`config.mk`:
```
export PLATFORM = sky130hd
export DESIGN_NAME = inst_fetch
export DESIGN_NICKNAME = d
export VERILOG_FILES = /design/src/rtl/inst_fetch_pkg.sv /design/src/rtl/fetch_fifo.sv /design/src/rtl/inst_fetch.sv
export SDC_FILE = /design/constraint.sdc
export NUM_CORES = 1
export LEC_CHECK = 0
export CAP_MARGIN = 20
export CORE_ASPECT_RATIO = 0.5
export CORE_UTILIZATION = 45
export DETAILED_ROUTE_END_ITERATION = 6
export HOLD_SLACK_MARGIN = 0.03
export PLACE_DENSITY = 0.76
export SYNTH_ARGS = -nofsm -noshare
export SYNTH_HDL_FRONTEND = slang
export SYNTH_SLANG_ARGS = --single-unit
```
`constraint.sdc`:
```
create_clock -name clk_i -period 5.95 [get_ports clk_i]
set_input_delay 1.19 -clock clk_i [delete_from_list [all_inputs] [get_ports clk_i]]
set_output_delay 1.19 -clock clk_i [all_outputs]
set_load 0.005 [all_outputs]
```
`src/rtl/inst_fetch_pkg.sv`:
```
// Shared widths, constants and the fetch-queue entry type for the fetch stage.
package inst_fetch_pkg;

  localparam int unsigned ADDR_WIDTH  = 32;
  localparam int unsigned DATA_WIDTH  = 32;
  localparam logic [ADDR_WIDTH-1:0] MEM_OFFSET = 32'h0000_1000;
  localparam logic [DATA_WIDTH-1:0] INST_NOP   = 32'h0000_0013;
  localparam int unsigned FETCH_DEPTH = 2;

  // One fetched instruction together with the address it came from.
  typedef struct packed {
    logic [ADDR_WIDTH-1:0] pc;
    logic [DATA_WIDTH-1:0] inst;
  } fetch_entry_t;

endpackage

```
`src/rtl/fetch_fifo.sv`:
```
// Two-entry synchronous queue for fetched {pc,inst} pairs; flush beats push and pop.
module fetch_fifo
  import inst_fetch_pkg::*;
#(
  parameter int unsigned DEPTH = FETCH_DEPTH
) (
  input  logic         clk_i,
  input  logic         rst_i,
  input  logic         push_i,
  input  fetch_entry_t push_data_i,
  input  logic         pop_i,
  input  logic         flush_i,
  output logic [1:0]   count_o,
  output fetch_entry_t head_o
);

  localparam logic [1:0] FULL = DEPTH[1:0];

  fetch_entry_t mem_q [2];
  fetch_entry_t mem_d [2];
  logic         rd_ptr_q, rd_ptr_d;
  logic         wr_ptr_q, wr_ptr_d;
  logic [1:0]   count_q, count_d;
  logic         do_push, do_pop;

  // Next-state for pointers, occupancy and storage.
  always_comb begin
    // NOTE: every signal gets a default before any branch, so no path leaves one unassigned and no latch is inferred.
    mem_d    = mem_q;
    rd_ptr_d = rd_ptr_q;
    wr_ptr_d = wr_ptr_q;
    count_d  = count_q;
    do_pop   = pop_i && (count_q != 2'd0);
    do_push  = push_i && ((count_q != FULL) || do_pop);
    if (flush_i) begin
      rd_ptr_d = 1'b0;
      wr_ptr_d = 1'b0;
      count_d  = 2'd0;
    end else begin
      if (do_push) begin
        mem_d[wr_ptr_q] = push_data_i;
        wr_ptr_d        = ~wr_ptr_q;
      end
      if (do_pop) begin
        rd_ptr_d = ~rd_ptr_q;
      end
      case ({do_push, do_pop})
        2'b10:   count_d = count_q + 2'd1;
        2'b01:   count_d = count_q - 2'd1;
        default: count_d = count_q;
      endcase
    end
  end

  // Control state: cleared by reset so the queue reads empty immediately.
  always_ff @(posedge clk_i or posedge rst_i) begin
    // NOTE: sequential state uses non-blocking assignments so every flop samples pre-edge values.
    if (rst_i) begin
      rd_ptr_q <= 1'b0;
      wr_ptr_q <= 1'b0;
      count_q  <= 2'd0;
    end else begin
      rd_ptr_q <= rd_ptr_d;
      wr_ptr_q <= wr_ptr_d;
      count_q  <= count_d;
    end
  end

  // Entry storage.
  always_ff @(posedge clk_i) begin
    // NOTE: storage is not reset; an entry is only ever read after it was written, since count gates the head.
    mem_q <= mem_d;
  end

  assign count_o = count_q;
  assign head_o  = mem_q[rd_ptr_q];

endmodule

```
`src/rtl/inst_fetch.sv`:
```
// Instruction-fetch stage: owns the PC, drives the ROM each cycle, queues fetched
// words and presents them to decode; execute can redirect and flush the queue.
module inst_fetch
  import inst_fetch_pkg::*;
#(
  parameter logic [ADDR_WIDTH-1:0] RESET_PC   = MEM_OFFSET,
  parameter int unsigned           FIFO_DEPTH = FETCH_DEPTH
) (
  input  logic                  clk_i,
  input  logic                  rst_i,
  output logic                  rom_ce_o,
  output logic [ADDR_WIDTH-1:0] rom_addr_o,
  input  logic [DATA_WIDTH-1:0] rom_inst_i,
  input  logic                  redirect_i,
  input  logic [ADDR_WIDTH-1:0] redirect_pc_i,
  input  logic                  id_ready_i,
  output logic                  if_valid_o,
  output logic [ADDR_WIDTH-1:0] if_pc_o,
  output logic [DATA_WIDTH-1:0] if_inst_o,
  output logic                  misalign_o
);

  localparam logic [1:0] FULL = FIFO_DEPTH[1:0];

  logic [ADDR_WIDTH-1:0] pc_q, pc_d;
  logic                  started_q, started_d;
  logic                  misalign_q, misalign_d;
  logic [1:0]            count;
  fetch_entry_t          head;
  fetch_entry_t          push_entry;
  logic                  pop;
  logic                  fetch;

  fetch_fifo #(.DEPTH(FIFO_DEPTH)) u_fifo (
    .clk_i       (clk_i),
    .rst_i       (rst_i),
    .push_i      (fetch),
    .push_data_i (push_entry),
    .pop_i       (pop),
    .flush_i     (redirect_i),
    .count_o     (count),
    .head_o      (head)
  );

  // Fetch/redirect control and next PC; a redirect suppresses this cycle's fetch.
  always_comb begin
    pop        = if_valid_o && id_ready_i;
    fetch      = started_q && !redirect_i && ((count < FULL) || ((count == FULL) && pop));
    push_entry = '{pc: pc_q, inst: rom_inst_i};
    started_d  = 1'b1;
    misalign_d = redirect_i && (|redirect_pc_i[1:0]);
    pc_d       = pc_q;
    if (redirect_i) begin
      pc_d = {redirect_pc_i[ADDR_WIDTH-1:2], 2'b00};
    end else if (fetch) begin
      pc_d = pc_q + ADDR_WIDTH'(4);
    end
  end

  // PC, start flag and misalign pulse registers.
  always_ff @(posedge clk_i or posedge rst_i) begin
    if (rst_i) begin
      pc_q       <= RESET_PC;
      started_q  <= 1'b0;
      misalign_q <= 1'b0;
    end else begin
      pc_q       <= pc_d;
      started_q  <= started_d;
      misalign_q <= misalign_d;
    end
  end

  // Head presentation: empty queue reads as pc 0 / NOP.
  always_comb begin
    if_valid_o = (count != 2'd0);
    if_pc_o    = if_valid_o ? head.pc   : '0;
    if_inst_o  = if_valid_o ? head.inst : INST_NOP;
  end

  assign rom_ce_o   = fetch;
  assign rom_addr_o = pc_q;
  assign misalign_o = misalign_q;

endmodule
```
# Yosys cells after proc, flatten, opt, wreduce, memory -nomap -nowiden
# Cells that the tools add are included.
dict set report classes {
  muxes 16
  n_addsub 3
  reduce_logical 18
  mul 0
  magnitude_cmp 4
  n_eq_ne 4
  bitwise_logic 5
  shift 0
  div_mod_pow 0
}
# operator n
set ops {}
lappend ops {{64-bit two-way mux} 4}
lappend ops {{128-bit bitwise mux} 1}
lappend ops {{32-bit two-way mux} 4}
lappend ops {{64-bit demux with 1-bit select} 1}
lappend ops {{32-bit by 3-bit adder with 32-bit output (second input constant)} 1}
lappend ops {{1-bit logical AND} 8}
lappend ops {{2-bit nonzero test} 4}
lappend ops {{2-bit == test (second input constant)} 2}
lappend ops {{2-bit >= comparator (second input constant)} 2}
lappend ops {{1-bit two-way mux} 4}
lappend ops {{1-bit inverter with 2-bit output} 2}
lappend ops {{2-bit one-hot mux with 2 select lines} 1}
lappend ops {{1-bit inverter} 3}
lappend ops {{3-bit nonzero test} 1}
lappend ops {{2-bit by 1-bit adder with 2-bit output (second input constant)} 1}
lappend ops {{2-bit by 1-bit == test with 1-bit output (second input constant)} 1}
lappend ops {{1-bit logical OR} 2}
lappend ops {{2-bit by 1-bit < comparator with 1-bit output (second input constant)} 1}
lappend ops {{2-bit < comparator (second input constant)} 1}
lappend ops {{2-bit two-way mux} 1}
lappend ops {{2-bit != test (second input constant)} 1}
lappend ops {{2-bit AND reduction} 1}
lappend ops {{2-bit OR reduction} 1}
lappend ops {{2-bit by 1-bit subtractor with 2-bit output (second input constant)} 1}
lappend ops {{1-bit logical NOT} 1}
dict set report totals {
  latch_bits 0
  ff_bits 166
  output_inout_bits 99
  mem_bits_rw 0
  n_memories 0
  input_bits 68
  word_cells 60
  rom_bits 0
}

# Logic depth before layout (Yosys ltp)
dict set report depth {
  ltp_word 9
  depth_mapped 6
  ltp_nobuf 5
}

# Hierarchy
# A second synthesis with hierarchy kept.
dict set report hier_totals {
  hier_cells 552
  area_unflattened_um2 7490.9
}
# module seq_area_each_um2 instances area_per_inst_um2 cells_per_inst
set by_module_without_submodules {}
lappend by_module_without_submodules {fetch_fifo 3943.8 1 4862.2 225}
lappend by_module_without_submodules {inst_fetch 802.0 1 2628.8 327}

# Least setup slack after synthesis
# No wires, ideal clock.
dict set report synth_path {
  kind {input to register}
  from {input port redirect_i}
  to {register u_fifo.mem_q[100] (netlist bit), enable pin}
  path_stages 3
  setup_ns 0.558
  setup_slack_ns -0.484
  t_required_ns 5.392
  n_path_buf 2
  arrival_ns 5.876
  path_cell_list {clkbuf_1 -> clkbuf_1 -> nor3_1}
}
dict set report synth_via {
  elab_chain_len 5
  word_cells_on_any_way 6
  classes_between {1 x bitwise; 5 x reduce/logical}
}
# element line_no
set synth_rtl {}
lappend synth_rtl {{start: declaration} inst_fetch.sv:14} ;# input logic redirect_i,
lappend synth_rtl {{1-bit logical NOT} inst_fetch.sv:48} ;# fetch = started_q && !redirect_i && ((count < FULL) || ((count == FULL) && pop));
lappend synth_rtl {{1-bit logical AND (2 in series)} inst_fetch.sv:48}
lappend synth_rtl {{1-bit logical AND} fetch_fifo.sv:34} ;# do_push = push_i && ((count_q != FULL) || do_pop);
lappend synth_rtl {{2-bit AND reduction (no line) (*)} -}
lappend synth_rtl {{end signal: assignment} fetch_fifo.sv:72} ;# mem_q <= mem_d;
lappend synth_rtl {{end: declaration} fetch_fifo.sv:19} ;# fetch_entry_t mem_q [2];
# Every way passes the cells marked *; elsewhere a longest branch is shown, timed or not.
# A chain may end at the register's enable or synchronous reset.

# Worst setup path after layout
dict set report layout_path {
  from {input port id_ready_i}
  to {output port rom_ce_o}
}
dict set report layout_via {
  elab_chain_len 4
}
# element line_no
set layout_rtl {}
lappend layout_rtl {{start: declaration} inst_fetch.sv:16} ;# input logic id_ready_i,
lappend layout_rtl {{1-bit logical AND} inst_fetch.sv:47} ;# pop = if_valid_o && id_ready_i;
lappend layout_rtl {{1-bit logical AND} inst_fetch.sv:48}
lappend layout_rtl {{1-bit logical OR} inst_fetch.sv:48}
lappend layout_rtl {{1-bit logical AND} inst_fetch.sv:48}
lappend layout_rtl {{end: declaration} inst_fetch.sv:11} ;# output logic rom_ce_o,
# Every way passes these cells.

==> flow_metrics.tcl <==
set metrics [dict create \
    start_kind "primary input" \
    synth_area_leaders "edfxtp_1 (54%), dfrtp_1 (13%), mux2i_1 (9.4%)" \
    num_rows 31 \
    min_to "u_fifo.mem_q[63]$_DFFE_PP_" \
    finalHoldViolCount 0 \
    die_height_um 89.1 \
    arrival_ns 3.14 \
    postCtsHoldBufs 0 \
    cts_buffer_depth 2 \
    place.gp.congestion 0.774 \
    synth_top_area_share_pct 54.5 \
    drive_gt1_share_pct 6.90 \
    drt_iter0_drc 247 \
    outcome "completed" \
    cts.repair.resized 0 \
    r2r_start "u_fifo.count_o[0]$_DFFE_PP0P_" \
    grt_pass1_vias 4627 \
    power_w 0.00277 \
    crit_required_ns 4.76 \
    synth_edf_count 124 \
    yosysTopAreaCell "edfxtp_1" \
    period_share_pct 72.8 \
    place_area_um2 8660 \
    vdd_drop_max_mv 0.226 \
    grt_pass1_wl_um 23900 \
    firstDrtPassIters 4 \
    worstSkewPairLatency_ns 0.42 \
    pre_cts_ws_ns 1.63 \
    antenna_found_initial 0 \
    r2r_cells 4 \
    grtUsageTotal_pct 20.2 \
    die_w_um 176 \
    antennaDiodeCount 0 \
    buffer_ports.inserted 162 \
    powerDensity_nw_per_um2 300 \
    worstHoldStart "rom_addr_o[31]$_DFFE_PP0P_" \
    hold_class "flip-flop to flip-flop" \
    final.fill_count 1128 \
    regArea_um2 4630 \
    clock_sinks 160 \
    syn_area_um2 6830 \
    synth-seq-cells 160 \
    initial_core_util_pct 46.6 \
    wirelength_um 15700 \
    worstMarginPinSlew_ns 1.12 \
    htree_num_levels 4 \
    num_vias 4812 \
    routedWlPerCell_um 17.5 \
    avgSynthCellArea_um2 13.1 \
    area_delta_synth_final_pct 35.1 \
    regToRegEndpoint "u_fifo.mem_q[18]$_DFFE_PP_" \
    critPathMaxFanout 10 \
    fin_ws_ns 1.62 \
    core_area_um2 14700 \
    rrSetupSlack_ns 3.14 \
    yosysWarnings 0 \
    num-nets-final 752 \
    cts_inserted_buffers 17 \
    synthFlopType "edfxtp_1" \
    drv_cap 0 \
    setup_viol 0 \
    design_area_um2 9230 \
    multi_input_area_um2 2060 \
    worstSetupPathType "primary input to output pin" \
    ant_nets 0 \
    post_layout_nonfiller_instances 894 \
    max_clock_freq_ghz 0.231 \
    vias_per_cell 5.38 \
    grt_max_degree 64 \
    clkTransAtPathRegs_ns 0.06 \
    dieArea_um2 15700 \
    rsz0062_at_grt "false" \
    slew_viol_final 0 \
    synthArstFlopShare_pct 22.5 \
    dp_hpwl_um 10300 \
    place_inst 860 \
    grt.overflow.total 0 \
    postSynthCellCount 520 \
    min_period_ns 4.33 \
    leakagePower_nw 3.20 \
    fin_tns_setup_ns 0 \
    critPathCaptureType "output pin" \
    yosysSeqAreaShare_pct 67.7 \
    cts_root_buf "clkbuf_16" \
    slew_headroom_pct 25.0 \
    fin_skew_ns 0.0125 \
    drc_errors 0 \
    synth_cell_types 46 \
    cts_tree "done" \
    postCtsSetupBuffers 0 \
    num_io_pins 167 \
    hold_depth 0 \
]
## sequential cells by signal, indices dropped and copies added (netlist names)
| register | flops |
|---|---|
| u_fifo.rd_ptr_q | 1 |
| u_fifo.count_o | 2 |
| rom_addr_o | 30 |
| misalign_o | 1 |
| started_q | 1 |
| u_fifo.wr_ptr_q | 1 |
| u_fifo.mem_q | 124 |
## worst max-delay path by stage
stage	slack (ns)	start	to
after floorplan	1.44	id_ready_i	u_fifo.mem_q[100]$_DFFE_PP_
after global placement	1.63	id_ready_i	rom_ce_o
after detailed placement	1.63	id_ready_i	rom_ce_o
after CTS	1.63	id_ready_i	rom_ce_o
after global routing	1.54	id_ready_i	rom_ce_o
final	1.62	id_ready_i	rom_ce_o
## logic make-up after synthesis
logic type | Yosys count | share of synthesized area [%]
XOR/XNOR | 7 | 0.897
AO/OA/AOI/OAI | 70 | 6.89
adder cells (fa/ha/maj) | 1 | 0.183
AND/OR/NAND/NOR | 175 | 12.3
multiplexers | 64 | 9.38
buffers and inverters | 41 | 2.55
flip-flops | 160 | 67.7
other | 2 | 0.110
## per-layer routing
| metal | track usage [%] | routed length [µm] |
|---|---|---|
| met1 | 25.6 | 6760 |
| met5 | 0 | 0 |
| met4 | 8.62 | 220 |
| met2 | 34.4 | 8040 |
| met3 | 4.04 | 652 |
## layout by cell type, fill, tap and decap left out, types with 6 or more instances in the layout
cell type,count
dfrtp_1,34
nand4_1,9
clkbuf_16,17
edfxtp_1,124
or4_1,12
nand3_1,10
o21ai_0,17
mux2i_1,64
a31oi_1,18
and4_1,6
nand2_1,27
or3_1,6
nor2_1,85
o31ai_1,10
inv_1,10
buf_4,9
clkdlybuf4s50_1,162
## critical path, cell delays in order
cell and delay (ns):
clkdlybuf4s50_1 0.53, nor2b_1 0.19, buf_4 0.17, o21ai_0 0.46, nor2_1 0.12, clkdlybuf4s50_1 0.47
## power by group
part,internal (W),switching [W]
clock network,0.000581,0.000450
logic,0.000217,0.000158
registers,0.00128,0.0000807
## metrics by stage
stage                     utilization, %  hold slack, ns
after floorplan                        -           0.486
after global placement              59.1           0.494
after detailed placement            59.1           0.500
after CTS                           62.9           0.516
after global routing                63.0           0.542
final                               63.0           0.519
## cell usage after synthesis, types with 4 or more instances
library cell / n
o31ai_1: 10
and4_1: 6
and3_1: 6
buf_4: 4
nand2_1: 27
edfxtp_1: 124
nand4_1: 9
o21ai_0: 17
clkbuf_1: 20
or3_1: 6
mux2i_1: 64
nand3_1: 10
o211ai_1: 4
nor2_1: 86
dfrtp_1: 35
a21oi_1: 4
or4_1: 12
xnor2_1: 5
inv_1: 10
a31oi_1: 18
## final cells by class
class	count	area share, %
clock buffers	17	4.61
clock inverters	15	1.46
inverters	10	0.407
multi-input cells	322	22.4
flip-flops and latches	160	50.1
well taps	198	2.68
repair buffers	172	18.3
No activity file was read; power rests on OpenSTA's default activity.
